==> src/rtl/map_dec_pkg.sv <==
// map_dec_pkg: shared constants and helpers for the max-log-MAP metric datapath.
// Holds the max* correction table and the saturating add used by the
// MAX_TREE_CORR_EN build of max2_cell.
package map_dec_pkg;

  // Correction table: d == T0 -> V0, d <= T1 -> V1, d <= T2 -> V2, else 0.
  localparam int CORR_T0 = 0;
  localparam int CORR_T1 = 2;
  localparam int CORR_T2 = 5;
  localparam int CORR_V0 = 3;
  localparam int CORR_V1 = 2;
  localparam int CORR_V2 = 1;

  // Index width for an m-input tree; at least one bit.
  function automatic int iw_of(input int m);
    return (m > 1) ? $clog2(m) : 1;
  endfunction

  // x + c, clipped at the largest n-bit value (signed or unsigned).
  // x arrives already extended to 34 bits in the caller's signedness.
  function automatic logic signed [33:0] sat_add(input logic signed [33:0] x,
                                                 input logic [1:0]         c,
                                                 input int                 n,
                                                 input bit                 sgn);
    logic signed [33:0] lim;
    logic signed [33:0] sum;
    lim = (34'sd1 <<< (sgn ? (n - 1) : n)) - 34'sd1;
    sum = x + $signed({32'd0, c});
    return (sum > lim) ? lim : sum;
  endfunction

endpackage

==> src/rtl/max2_cell.sv <==
// max2_cell: combinational pairwise max/argmax. Input a is the lower-index
// operand and wins ties. With MAX_TREE_CORR_EN defined, the result becomes
// max* = max + corr(|a-b|), saturated; the index choice is unaffected.
module max2_cell
  import map_dec_pkg::*;
#(
  parameter int N      = 12,
  parameter int IW     = 2,
  parameter int SIGNED = 0
) (
  input  logic [N-1:0]  a,
  input  logic [IW-1:0] ia,
  input  logic [N-1:0]  b,
  input  logic [IW-1:0] ib,
  output logic [N-1:0]  y,
  output logic [IW-1:0] iy
);

  logic         b_gt;
  logic [N-1:0] sel;

  if (SIGNED != 0) begin : g_scmp
    assign b_gt = $signed(b) > $signed(a);
  end else begin : g_ucmp
    assign b_gt = b > a;
  end

  assign sel = b_gt ? b : a;
  assign iy  = b_gt ? ib : ia;

`ifdef MAX_TREE_CORR_EN
  logic [N-1:0] oth;
  logic [N:0]   sel_x;
  logic [N:0]   oth_x;
  logic [N:0]   d;
  logic [1:0]   corr;

  assign oth = b_gt ? a : b;

  if (SIGNED != 0) begin : g_sext
    assign sel_x = {sel[N-1], sel};
    assign oth_x = {oth[N-1], oth};
  end else begin : g_zext
    assign sel_x = {1'b0, sel};
    assign oth_x = {1'b0, oth};
  end

  // sel >= oth, so the N+1-bit difference is the non-negative distance
  assign d = sel_x - oth_x;

  // correction lookup on the metric distance
  always_comb begin
    corr = 2'd0;
    if (d == (N+1)'(CORR_T0))       corr = 2'(CORR_V0);
    else if (d <= (N+1)'(CORR_T1))  corr = 2'(CORR_V1);
    else if (d <= (N+1)'(CORR_T2))  corr = 2'(CORR_V2);
  end

  assign y = N'(sat_add(34'($signed(sel_x)), corr, N, SIGNED != 0));
`else
  assign y = sel;
`endif

endmodule

==> src/rtl/max_tree_pipe.sv <==
// max_tree_pipe: pipelined M-input max/argmax tree with valid/ready flow.
// Nodes are numbered heap-style: node 1 is the root (final stage), node n
// reduces children 2n and 2n+1; children numbered >= M are the inputs
// in_data[(c-M)*N +: N]. Every node output is registered, giving log2(M)
// stages. One global enable advances or freezes the whole pipe.
// Optional feature macro: MAX_TREE_CORR_EN (max* correction in max2_cell).
module max_tree_pipe
  import map_dec_pkg::*;
#(
  parameter  int N      = 12,
  parameter  int M      = 4,
  parameter  int SIGNED = 0,
  localparam int IW     = iw_of(M)
) (
  input  logic           clk,
  input  logic           rst_n,
  input  logic [M*N-1:0] in_data,
  input  logic           in_valid,
  output logic           in_ready,
  output logic [N-1:0]   out_max,
  output logic [IW-1:0]  out_idx,
  output logic           out_valid,
  input  logic           out_ready
);

  localparam int L = $clog2(M);

  logic          adv;
  logic [L:1]    vld;
  logic [N-1:0]  node_dat [M];
  logic [IW-1:0] node_idx [M];
  logic [N-1:0]  cell_dat [M];
  logic [IW-1:0] cell_idx [M];

  assign adv       = !vld[L] || out_ready;
  assign in_ready  = adv;
  assign out_valid = vld[L];
  assign out_max   = node_dat[1];
  assign out_idx   = node_idx[1];

  // slot 0 is not a tree node; tie it off so the arrays stay uniform
  assign cell_dat[0] = '0;
  assign cell_idx[0] = '0;

  for (genvar n = 1; n < M; n++) begin : g_node
    logic [N-1:0]  a;
    logic [N-1:0]  b;
    logic [IW-1:0] ia;
    logic [IW-1:0] ib;

    if (2*n >= M) begin : g_leaf
      assign a  = in_data[(2*n-M)*N +: N];
      assign b  = in_data[(2*n+1-M)*N +: N];
      assign ia = IW'(2*n-M);
      assign ib = IW'(2*n+1-M);
    end else begin : g_inner
      assign a  = node_dat[2*n];
      assign b  = node_dat[2*n+1];
      assign ia = node_idx[2*n];
      assign ib = node_idx[2*n+1];
    end

    max2_cell #(
      .N      (N),
      .IW     (IW),
      .SIGNED (SIGNED)
    ) u_cell (
      .a  (a),
      .ia (ia),
      .b  (b),
      .ib (ib),
      .y  (cell_dat[n]),
      .iy (cell_idx[n])
    );
  end

  // advance all stages together when the output slot is free or draining
  always_ff @(posedge clk) begin
    if (!rst_n) begin
      vld <= '0;
      for (int n = 0; n < M; n++) begin
        node_dat[n] <= '0;
        node_idx[n] <= '0;
      end
    end else if (adv) begin
      vld[1] <= in_valid;
      for (int k = 2; k <= L; k++) begin
        vld[k] <= vld[k-1];
      end
      for (int n = 0; n < M; n++) begin
        node_dat[n] <= cell_dat[n];
        node_idx[n] <= cell_idx[n];
      end
    end
  end

endmodule

==> config.mk <==
export PLATFORM = sky130hd
export DESIGN_NAME = max_tree_pipe
export DESIGN_NICKNAME = d
export VERILOG_FILES = /design/src/rtl/map_dec_pkg.sv /design/src/rtl/max2_cell.sv /design/src/rtl/max_tree_pipe.sv
export SDC_FILE = /design/constraint.sdc
export NUM_CORES = 1
export LEC_CHECK = 0
export ABC_AREA = 1
export BUFFER_PORTS_ARGS = -buffer_cell sky130_fd_sc_hd__buf_4
export CORE_AREA = 2 2 88 90
export DETAILED_ROUTE_END_ITERATION = 10
export DIE_AREA = 0 0 90 92
export PLACE_DENSITY_LB_ADDON = 0.05
export SKIP_CTS_REPAIR_TIMING = 1
export SLEW_MARGIN = 20
export SYNTH_ARGS = -nofsm -noshare
export SYNTH_HDL_FRONTEND = slang
export SYNTH_HIERARCHICAL = 1
export SYNTH_SLANG_ARGS = --single-unit
==> constraint.sdc <==
create_clock -name clk -period 2.1 [get_ports clk]
set_input_delay 0.315 -clock clk [delete_from_list [all_inputs] [get_ports clk]]
set_output_delay 0.315 -clock clk [all_outputs]
set_load 0.02 [all_outputs]
==> flow_summary.toml <==
[synth]
ys_ff_latch = 44
synthesis.instances = 458
synth_area_per_cell_um2 = 7.72
synth_warnings = 6
synth_area_um2 = 3530
seq_area_frac_synth_pct = 36.8
yosysUniqueCellTypes = 20

[flow_run]
drv_cap = 0

[detailed_routing]
dr.pass1.iters = 4
vias_per_cell = 4.60
postRouteAntennaNets = 0
wire_per_inst_um = 11.2
routed-via-count = 2927
drc = 0
drtIter0Drc = 111
wl_mm = 7.13

[placement]
gp_congestion = 0.815
portBuffers = 67
dp.cells = 625
placed_cell_area_um2 = 4110
hpwlAfterDp_mm = 5.59

[cells_and_area]
mostFrequentLayoutCell = "nand2_1"
area_growth_pct = 19.6
design_area_um2 = 4230
antennaDiodeCount = 0
layout-drive-gt1-share_pct = 24.2
postLayoutCoreUtil_pct = 56.8
num-nets-final = 621
stdcell_count = 636
fill_cells = 710
final_cell_mix = "nand2_1 (105), inv_1 (103), buf_4 (73), nor2_1 (48), nand3_1 (43)"

[floorplanning]
num_rows = 32
dieHeight_um = 92
coreArea_um2 = 7450
dieArea_um2 = 8280
initial_utilization_pct = 47.5
die_w_um = 90
io_pins = 68

[cts]
cts_tree = "yes"
cts_made_buffers = 5
clock_sinks = 44
cts_max_level = 2
clkLatencyLatePin_ns = 0.30
clkSlewWorstSetupHoldPaths_ns = 0.09
clk_path_buf_depth = 2
cts_root_buf = "clkbuf_8"

[timing]
fin_crit_ns = 1.97
max_freq_mhz = 509
finalSetupViolCount = 0
fin_skew_ns = 0.0112
hold_viol = 0
min_period_over_period_pct = 93.6
grt_setup_unrepaired = "true"
slew_viol_final = 0
hold_slack_ns = 0.231

[global_route]
antenna_found_initial = 0
grt_start_max_net_pins = 43
grt_pass1_wl_mm = 12.2
grt_pass1_vias = 2759
overflow = 0
grt.total_usage_pct = 18.1

[critical_path]
worstReg2RegStart = "node_dat[0][19]$_SDFFCE_PN0P_"
start_kind = "flip-flop"
cp_max_fo = 11
worstSetupStartpoint = "node_dat[0][19]$_SDFFCE_PN0P_"
timing.rr.end = "node_dat[0][3]$_SDFFCE_PN0P_"
end_kind = "flip-flop"
reg2reg_depth = 10
r2r_slack_ns = 0.13
crit_required_ns = 2.15
criticalPathCategory = "flip-flop to flip-flop"
cp-endpoint = "node_dat[0][3]$_SDFFCE_PN0P_"
arrival_ns = 2.01

[hold_path]
hold_path.class = "primary input to flip-flop"

[pwr]
power.leakage_nw = 2.38
vdd_ir_drop_max_mv = 0.291
finalPower_mw = 2.60
power.density_nw_per_um2 = 615

[run_status]
status = "finished clean"
per-stage QoR:
| stage | setup WS (ns) | setup TNS [ns] |
|---|---|---|
| after floorplan | 0.398 | 0 |
| after global placement | 0.0338 | 0 |
| after global routing | -0.00849 | -0.00891 |
| after detailed placement | -0.00297 | -0.00297 |
| final | 0.134 | 0 |
| after CTS | 0.0846 | 0 |
registers in the layout, indices dropped and copies added (netlist names):
name,flops
vld,2
node_idx,6
node_dat,36
metal layers:
layer	track usage, %	vias up	part of all wire (%)
met5	0	-	0
met4	3.85	0	0
met3	2.22	0	2.5
met2	34.0	40	53
met1	22.2	1331	45
li1	-	1556	-
report_power, final:
group          switching (mW)  leakage [nW]  internal, mW
sequential             0.0504         0.508          1.08
combinational           0.559          1.84         0.396
clock                   0.286        0.0388         0.231
cell type report:
class | count | area (µm²) | area share (%)
Tap cell | 102 | 128 | 3.02
Timing Repair Buffer | 75 | 588 | 13.9
Multi-Input combinational cell | 304 | 1740 | 41.2
Clock inverter | 2 | 11.3 | 0.266
Sequential cell | 44 | 1300 | 30.8
Clock buffer | 6 | 72.6 | 1.72
Inverter | 103 | 387 | 9.14
logic make-up after synthesis:
kind of cell	after synthesis	synth area share, %
buf+inv	116	15.0
simple gates	248	33.3
other cells	2	0.212
compound gates	12	1.91
flops	44	36.8
fa+ha+maj	36	12.7
worst min path at each step:
stage                         from             endpoint  slack (ns)  depth (start not counted)
2_1_floorplan  vld[1]$_SDFFE_PN0P_  vld[2]$_SDFFE_PN0P_        0.42                          2
3_3_place_gp   vld[1]$_SDFFE_PN0P_  vld[2]$_SDFFE_PN0P_        0.44                          2
3_5_place_dp   vld[1]$_SDFFE_PN0P_  vld[2]$_SDFFE_PN0P_        0.45                          2
4_1_cts                   in_valid  vld[1]$_SDFFE_PN0P_        0.23                          3
5_1_grt                   in_valid  vld[1]$_SDFFE_PN0P_        0.24                          3
6_report                  in_valid  vld[1]$_SDFFE_PN0P_        0.23                          3
critical path, cell delays in order (launching register included):
cell and delay, ns:
edfxtp_1 0.39, inv_1 0.06, ha_1 0.31, nand4_1 0.17
nor3_2 0.20, nand2_2 0.16, buf_12 0.18, nand3_1 0.07
nand2_1 0.08, inv_1 0.06, nor2_1 0.04
cells in the mapped netlist (all sizes together):
master / n / area share (%)
nand2: 143 / 18
inv: 103 / 11
nor2: 51 / 5.6
nand3: 47 / 7.7
edfxtp: 42 / 36
ha: 36 / 13
buf: 13 / 4.0
a21oi: 9 / 1.3
nand4: 4 / 0.71
a21o: 3 / 0.64
nor3: 3 / 0.85
conb: 2 / 0.21
dfxtp: 2 / 1.1
(Power assumes the default switching activity.)
